## src/rtl/mips_pkg.sv

```systemverilog
// Shared MIPS_32 datapath types: register-file geometry and the write-back request record.
package mips_pkg;

    localparam int REG_ADDR_W = 5;
    localparam int DATA_W     = 32;
    localparam int NUM_REGS   = 32;

    typedef struct packed {
        logic [REG_ADDR_W-1:0] dst;
        logic [DATA_W-1:0]     data;
    } wb_req_t;

    // Register 0 is hard-wired; writes to it are transported but never committed.
    function automatic logic is_reg_zero(input logic [REG_ADDR_W-1:0] r);
        return r == '0;
    endfunction

endpackage

```

## src/rtl/reg_writeback_if.sv

```systemverilog
// Write-back bus: ALU and load-return sources, load-issue notification, scoreboard and register-file write port.
interface reg_writeback_if;
    import mips_pkg::*;

    logic                  alu_valid;
    logic                  alu_ready;
    logic [REG_ADDR_W-1:0] alu_dst;
    logic [DATA_W-1:0]     alu_data;

    logic                  ld_valid;
    logic                  ld_ready;
    logic [REG_ADDR_W-1:0] ld_dst;
    logic [DATA_W-1:0]     ld_data;

    logic                  iss_valid;
    logic [REG_ADDR_W-1:0] iss_dst;
    logic [NUM_REGS-1:0]   pending;

    logic                  wr_en;
    logic [REG_ADDR_W-1:0] wr_addr;
    logic [DATA_W-1:0]     wr_data;

    modport master (
        output alu_valid, alu_dst, alu_data,
        output ld_valid, ld_dst, ld_data,
        output iss_valid, iss_dst,
        input  alu_ready, ld_ready, pending,
        input  wr_en, wr_addr, wr_data
    );

    modport slave (
        input  alu_valid, alu_dst, alu_data,
        input  ld_valid, ld_dst, ld_data,
        input  iss_valid, iss_dst,
        output alu_ready, ld_ready, pending,
        output wr_en, wr_addr, wr_data
    );

endinterface

```

## src/rtl/wb_fifo.sv

```systemverilog
// Synchronous DEPTH-entry FIFO for load returns; head is readable combinationally so it can be popped onto the port.
module wb_fifo
    import mips_pkg::*;
#(
    parameter int DEPTH = 4
) (
    input  logic                   clk,
    input  logic                   rst,
    input  logic                   push_i,
    input  wb_req_t                push_data_i,
    input  logic                   pop_i,
    output wb_req_t                head_o,
    output logic                   empty_o,
    output logic [$clog2(DEPTH):0] count_o
);

    localparam int AW = $clog2(DEPTH);
    localparam logic [AW:0] FULL_CNT = DEPTH[AW:0];

    wb_req_t         mem_q [DEPTH];
    logic [AW-1:0]   wr_ptr_q, wr_ptr_d;
    logic [AW-1:0]   rd_ptr_q, rd_ptr_d;
    logic [AW:0]     count_q, count_d;
    logic            full;
    logic            push_ok;
    logic            pop_ok;

    assign full    = (count_q == FULL_CNT);
    assign empty_o = (count_q == '0);
    assign push_ok = push_i && !full;
    assign pop_ok  = pop_i && !empty_o;
    assign head_o  = mem_q[rd_ptr_q];
    assign count_o = count_q;

    // Pointers are AW bits wide, so wrap modulo DEPTH comes for free.
    always_comb begin
        wr_ptr_d = wr_ptr_q + AW'(push_ok);
        rd_ptr_d = rd_ptr_q + AW'(pop_ok);
        count_d  = count_q + (AW+1)'(push_ok) - (AW+1)'(pop_ok);
    end

    always_ff @(posedge clk) begin
        if (rst) begin
            wr_ptr_q <= '0;
            rd_ptr_q <= '0;
            count_q  <= '0;
        end else begin
            wr_ptr_q <= wr_ptr_d;
            rd_ptr_q <= rd_ptr_d;
            count_q  <= count_d;
        end
    end

    always_ff @(posedge clk) begin
        if (push_ok) begin
            mem_q[wr_ptr_q] <= push_data_i;
        end
    end

endmodule

```

## src/rtl/reg_writeback.sv

```systemverilog
// Register-file write-back arbiter: ALU results win, buffered loads fill idle slots, starvation throttles the ALU.
// Optional load scoreboard on the pending bus is built only when REG_WB_SCOREBOARD_EN is defined.
module reg_writeback
    import mips_pkg::*;
#(
    parameter int DEPTH        = 4,
    parameter int STARVE_LIMIT = 4
) (
    input  logic         clk,
    input  logic         rst,
    reg_writeback_if.slave bus
);

    localparam int CNT_W = $clog2(DEPTH) + 1;
    localparam int SW    = $clog2(STARVE_LIMIT + 1);
    localparam logic [SW-1:0]    STARVE_MAX = STARVE_LIMIT[SW-1:0];
    localparam logic [CNT_W-1:0] DEPTH_CNT  = DEPTH[CNT_W-1:0];

    logic             alu_ready;
    logic             ld_ready;
    logic             alu_fire;
    logic             ld_fire;
    logic             fifo_pop;
    logic             fifo_empty;
    logic [CNT_W-1:0] fifo_count;
    wb_req_t          fifo_head;
    wb_req_t          ld_req;

    logic [SW-1:0]         starve_q, starve_d;
    logic                  wr_en_q, wr_en_d;
    logic [REG_ADDR_W-1:0] wr_addr_q, wr_addr_d;
    logic [DATA_W-1:0]     wr_data_q, wr_data_d;

    // No pop credit: a full FIFO refuses a push even in a cycle where it pops.
    assign ld_ready  = (fifo_count < DEPTH_CNT);
    assign alu_ready = (starve_q != STARVE_MAX);
    assign alu_fire  = bus.alu_valid && alu_ready;
    assign ld_fire   = bus.ld_valid && ld_ready;
    assign fifo_pop  = !fifo_empty && !alu_fire;
    assign ld_req    = '{dst: bus.ld_dst, data: bus.ld_data};

    wb_fifo #(.DEPTH(DEPTH)) u_fifo (
        .clk         (clk),
        .rst         (rst),
        .push_i      (ld_fire),
        .push_data_i (ld_req),
        .pop_i       (fifo_pop),
        .head_o      (fifo_head),
        .empty_o     (fifo_empty),
        .count_o     (fifo_count)
    );

    always_comb begin
        wr_en_d   = 1'b0;
        wr_addr_d = '0;
        wr_data_d = '0;
        if (alu_fire) begin
            wr_en_d   = !is_reg_zero(bus.alu_dst);
            wr_addr_d = bus.alu_dst;
            wr_data_d = bus.alu_data;
        end else if (fifo_pop) begin
            wr_en_d   = !is_reg_zero(fifo_head.dst);
            wr_addr_d = fifo_head.dst;
            wr_data_d = fifo_head.data;
        end
        // A non-empty FIFO that did not pop necessarily lost to the ALU.
        starve_d = (fifo_empty || fifo_pop) ? '0 : starve_q + SW'(1);
    end

    always_ff @(posedge clk) begin
        if (rst) begin
            starve_q  <= '0;
            wr_en_q   <= 1'b0;
            wr_addr_q <= '0;
            wr_data_q <= '0;
        end else begin
            starve_q  <= starve_d;
            wr_en_q   <= wr_en_d;
            wr_addr_q <= wr_addr_d;
            wr_data_q <= wr_data_d;
        end
    end

    assign bus.alu_ready = alu_ready;
    assign bus.ld_ready  = ld_ready;
    assign bus.wr_en     = wr_en_q;
    assign bus.wr_addr   = wr_addr_q;
    assign bus.wr_data   = wr_data_q;

`ifdef REG_WB_SCOREBOARD_EN
    logic [NUM_REGS-1:0] pending_q, pending_d;

    // Clear is applied before set so a same-cycle issue to the committing register keeps it pending.
    always_comb begin
        pending_d = pending_q;
        if (fifo_pop && !is_reg_zero(fifo_head.dst)) begin
            pending_d[fifo_head.dst] = 1'b0;
        end
        if (bus.iss_valid && !is_reg_zero(bus.iss_dst)) begin
            pending_d[bus.iss_dst] = 1'b1;
        end
    end

    always_ff @(posedge clk) begin
        if (rst) begin
            pending_q <= '0;
        end else begin
            pending_q <= pending_d;
        end
    end

    assign bus.pending = pending_q;
`else
    logic unused_iss;
    assign unused_iss  = ^{bus.iss_valid, bus.iss_dst};
    assign bus.pending = '0;
`endif

endmodule

```

## src/flat_wrapper.sv

```systemverilog
// flat-port wrapper written by rule: the top's interface ports become plain ports
module reg_writeback_flat import mips_pkg::*;
#(
    parameter int DEPTH        = 4,
    parameter int STARVE_LIMIT = 4
)
  (clk, rst, bus_alu_valid, bus_alu_dst, bus_alu_data, bus_ld_valid, bus_ld_dst, bus_ld_data, bus_iss_valid, bus_iss_dst, bus_alu_ready, bus_ld_ready, bus_pending, bus_wr_en, bus_wr_addr, bus_wr_data);
  reg_writeback_if bus_i ();
  input  logic clk;
  input  logic rst;
  input wire logic [$bits(bus_i.alu_valid)-1:0] bus_alu_valid;
  input wire logic [$bits(bus_i.alu_dst)-1:0] bus_alu_dst;
  input wire logic [$bits(bus_i.alu_data)-1:0] bus_alu_data;
  input wire logic [$bits(bus_i.ld_valid)-1:0] bus_ld_valid;
  input wire logic [$bits(bus_i.ld_dst)-1:0] bus_ld_dst;
  input wire logic [$bits(bus_i.ld_data)-1:0] bus_ld_data;
  input wire logic [$bits(bus_i.iss_valid)-1:0] bus_iss_valid;
  input wire logic [$bits(bus_i.iss_dst)-1:0] bus_iss_dst;
  output wire logic [$bits(bus_i.alu_ready)-1:0] bus_alu_ready;
  output wire logic [$bits(bus_i.ld_ready)-1:0] bus_ld_ready;
  output wire logic [$bits(bus_i.pending)-1:0] bus_pending;
  output wire logic [$bits(bus_i.wr_en)-1:0] bus_wr_en;
  output wire logic [$bits(bus_i.wr_addr)-1:0] bus_wr_addr;
  output wire logic [$bits(bus_i.wr_data)-1:0] bus_wr_data;
  assign bus_i.alu_valid = bus_alu_valid;
  assign bus_i.alu_dst = bus_alu_dst;
  assign bus_i.alu_data = bus_alu_data;
  assign bus_i.ld_valid = bus_ld_valid;
  assign bus_i.ld_dst = bus_ld_dst;
  assign bus_i.ld_data = bus_ld_data;
  assign bus_i.iss_valid = bus_iss_valid;
  assign bus_i.iss_dst = bus_iss_dst;
  assign bus_alu_ready = bus_i.alu_ready;
  assign bus_ld_ready = bus_i.ld_ready;
  assign bus_pending = bus_i.pending;
  assign bus_wr_en = bus_i.wr_en;
  assign bus_wr_addr = bus_i.wr_addr;
  assign bus_wr_data = bus_i.wr_data;
  reg_writeback #(.DEPTH(DEPTH), .STARVE_LIMIT(STARVE_LIMIT)) u_core (.clk(clk), .rst(rst), .bus(bus_i));
endmodule
```

## config.mk

```make
export PLATFORM = sky130hd
export DESIGN_NAME = reg_writeback_flat
export DESIGN_NICKNAME = d
export VERILOG_FILES = /design/src/rtl/mips_pkg.sv /design/src/rtl/reg_writeback_if.sv /design/src/rtl/wb_fifo.sv /design/src/rtl/reg_writeback.sv /design/src/flat_wrapper.sv
export SDC_FILE = /design/constraint.sdc
export NUM_CORES = 1
export LEC_CHECK = 0
export CORE_MARGIN = 3
export CORE_UTILIZATION = 40
export DETAILED_ROUTE_END_ITERATION = 10
export GPL_TIMING_DRIVEN = 1
export PLACE_DENSITY = 0.77
export SYNTH_ARGS = -nofsm -noshare
export SYNTH_HDL_FRONTEND = slang
export SYNTH_SLANG_ARGS = --single-unit
```

## constraint.sdc

```tcl
create_clock -name clk -period 4.8 [get_ports clk]
set_clock_uncertainty 0.1 [all_clocks]
set_input_delay 0.96 -clock clk [delete_from_list [all_inputs] [get_ports clk]]
set_output_delay 0.96 -clock clk [all_outputs]
set_load 0.01 [all_outputs]
```

==> results.cfg <==
[detailed_routing]
vias_per_cell = 5.08
wire_per_inst_um = 18.8
detail_route.wirelength_um = 14400
ant_nets = 0
remaining_drc_errors = 0
detailedRoute.firstPassIterationCount = 4
initialDrtViolationCount = 332
num_vias = 3892

[worst_setup_path]
timing.critical_path.from_type = input port
timing.critical_path.max_delay_family = buffers and inverters
slowest_stage = sky130_fd_sc_hd__clkdlybuf4s50_1
worst-path-buf-inv = 2
setup.worst_path.class = input port to flip-flop
cp_data_arrival_time_ps = 3190
critical_path_peak_fanout = 40
setup.worst_path.end_class = flip-flop
timing.critical_path.slowest_cell_delay_ps = 470
data_required_time_of_the_critical_path_ps = 4980
worstPathCellList = clkdlybuf4s50_1 > a21boi_4 > nor2_4 > buf_4 > nand2_1 > nand2_1 > ha_1 > fa_1 > xnor2_1 > xnor2_1 > nor2_1

[cells_and_area]
area_growth_syn_to_layout_pct = 26.2
post_route_cells_drive_above_1_share_pct = 15.0
filler_cell_count = 1410
final_net_count = 617
antenna_cells = 0

[power_and_ir_drop]
power_per_cell_area_nw_per_um2 = 478
max-vdd-ir-drop_mv = 0.274
total_power_mw = 4.40
p_leak_nw = 3.11

[clock_tree]
cts_tree = yes
clk-insertion-delay-late_ps = 430
worst_setup_hold_path_clk_slew_ps = 70
clk_path_buf_depth = 2
tritoncts.num_buffers = 17
tritoncts_num_sinks = 196
cts_post_setup_buffers_inserted = 0
hold_buffers = 0
root_buffer = sky130_fd_sc_hd__clkbuf_16
cts-resized-gates = 0
cts.htree.levels = 4

[synthesis]
syn_avg_cell_area_um2 = 17.9
synth_seq_cells = 196
syn_area_um2 = 7300
ys_seq_area_share_pct = 74.1
number_of_enable_flip_flop_cells_after_synthesis = 148
share_of_the_synthesized_area_in_the_top_cell_type_pct = 60.9
yosysWarningCount = 0
ffs_w_async_s_r_synth_pct = 0
netlist.top_cell.by_area = sky130_fd_sc_hd__edfxtp_1
synthDistinctLibCells = 26
ys_dominant_reg_cell = sky130_fd_sc_hd__edfxtp_1
synth.area.top_cells = sky130_fd_sc_hd__edfxtp_1, sky130_fd_sc_hd__dfxtp_1, sky130_fd_sc_hd__mux4_2, sky130_fd_sc_hd__a22oi_1, sky130_fd_sc_hd__buf_4
postSynthCellCount = 408

[global_routing]
grt_antenna_before_repair = 0
grt_pass1_vias = 4153
grt_overflow = 0
pin_count_of_the_biggest_net_entering_global_routing = 47
wire_length_of_the_first_global_routing_pass_um = 22600
grtUsageTotal_pct = 14.9

[timing]
setup_repair_after_global_routing_missed_its_margin = no
slew_violations = 0
totalNegativeSetupSlack_ps = 0
timing.final.setup_violations = 0
whs_ps = 386
final_cycle_utilization_of_the_critical_path_pct = 62.7
tightest_slew_ps = 1240
clock.fmax_mhz = 332
post-route-min-period_ps = 3010
max-slew-margin-rel_pct = 17.4
final_hold_viol_count = 0

[placement]
dp_hpwl_um = 8770
buffer_ports.inserted = 117
gp_routability_congestion = 0.768

[floorplanning]
initial_core_utilization_pct = 41.5
io-pin-count = 156
die_height_um = 141
full_die_area_um2 = 19900
core_region_area_um2 = 17600
die_x_um = 141
placement_rows = 48

[worst_hold_path]
holdCritPathClass = flip-flop to flip-flop

[run]
timing.max_cap.violations = 0

[outcome]
outcome = completed
-- cell usage after synthesis (all sizes together), types with 3 or more instances --
cell	number
nor2b	3
inv	5
nor2	46
a22oi	37
ha	4
mux4	37
edfxtp	148
clkbuf	16
o21ai	3
xnor2	6
dfxtp	48
buf	37
nand2	6
-- final cells by class --
cell class | count | area, µm² | share of cell area (%)
Clock buffer | 17 | 425 | 4.62
Inverter | 5 | 18.8 | 0.204
Multi-Input combinational cell | 185 | 1700 | 18.4
Timing Repair Buffer | 123 | 1210 | 13.1
Sequential cell | 196 | 5410 | 58.7
Clock inverter | 15 | 168 | 1.82
Tap cell | 225 | 282 | 3.06
-- logic make-up after synthesis --
logic type,count (synthesis),synth area share [%]
buffers and inverters,58,4.78
flip-flops,196,74.1
XOR/XNOR,6,0.720
adder cells (fa/ha/maj),5,0.960
multiplexers,37,11.6
other,1,0.0514
AO/OA/AOI/OAI,42,4.18
AND/OR/NAND/NOR,63,3.65
-- state kept, by name, indices dropped and copies added (netlist names) --
| signal | cells |
|---|---|
| u_core.u_fifo.mem_q | 148 |
| u_core.bus.wr_data | 32 |
| u_core.bus.wr_addr | 5 |
| u_core.starve_q | 3 |
| u_core.u_fifo.count_o | 3 |
| u_core.u_fifo.rd_ptr_q | 2 |
| u_core.u_fifo.wr_ptr_q | 2 |
| u_core.bus.wr_en | 1 |
-- routing by layer --
layer / track usage, % / wire length, µm / share of wire (%) / vias to the layer above
met5: 0 / 0 / 0 / -
met4: 5.10 / 224 / 1.6 / 0
met3: 3.77 / 767 / 5.3 / 16
met2: 25.0 / 7430 / 52 / 136
met1: 19.1 / 5970 / 42 / 1983
li1: - / - / - / 1757
-- metrics by stage --
stage,area (µm²),util [%],worst slack [ps],instances
after floorplan,7410,-,396,439
after global placement,8620,49.0,1400,734
after detailed placement,8620,49.0,1360,734
after CTS,9210,52.3,1790,766
after global routing,9210,52.3,1640,766
final,9210,52.3,1790,766
-- where the power goes --
part	switching (mW)	internal [mW]	total (mW)
registers	0.152	2.02	2.17
logic	0.357	0.457	0.814
clock network	0.668	0.744	1.41
-- path summary, 6_finish.rpt --
kind / start / end / slack [ps] / depth (start not counted)
min: u_core.starve_q[0] / u_core.starve_q[0] / 390 / 1
max reg2reg: u_core.u_fifo.count_o[2] / u_core.u_fifo.count_o[2] / 2100 / 10
min reg2reg: u_core.starve_q[0] / u_core.starve_q[0] / 390 / 1
max: bus_alu_valid / u_core.u_fifo.count_o[2] / 1790 / 11
-- cell usage in the layout (no fill, tap or decap), types with 6 or more instances in the layout --
cell type,netlist,routed
sky130_fd_sc_hd__a22oi_1,37,37
sky130_fd_sc_hd__buf_4,32,6
sky130_fd_sc_hd__clkbuf_16,0,17
sky130_fd_sc_hd__clkdlybuf4s50_1,0,116
sky130_fd_sc_hd__conb_1,1,32
sky130_fd_sc_hd__dfxtp_1,48,46
sky130_fd_sc_hd__edfxtp_1,148,148
sky130_fd_sc_hd__mux4_2,34,34
sky130_fd_sc_hd__nand2_1,6,6
sky130_fd_sc_hd__nor2_1,46,44
sky130_fd_sc_hd__xnor2_1,6,6
No activity file was read; power rests on OpenSTA's default activity.
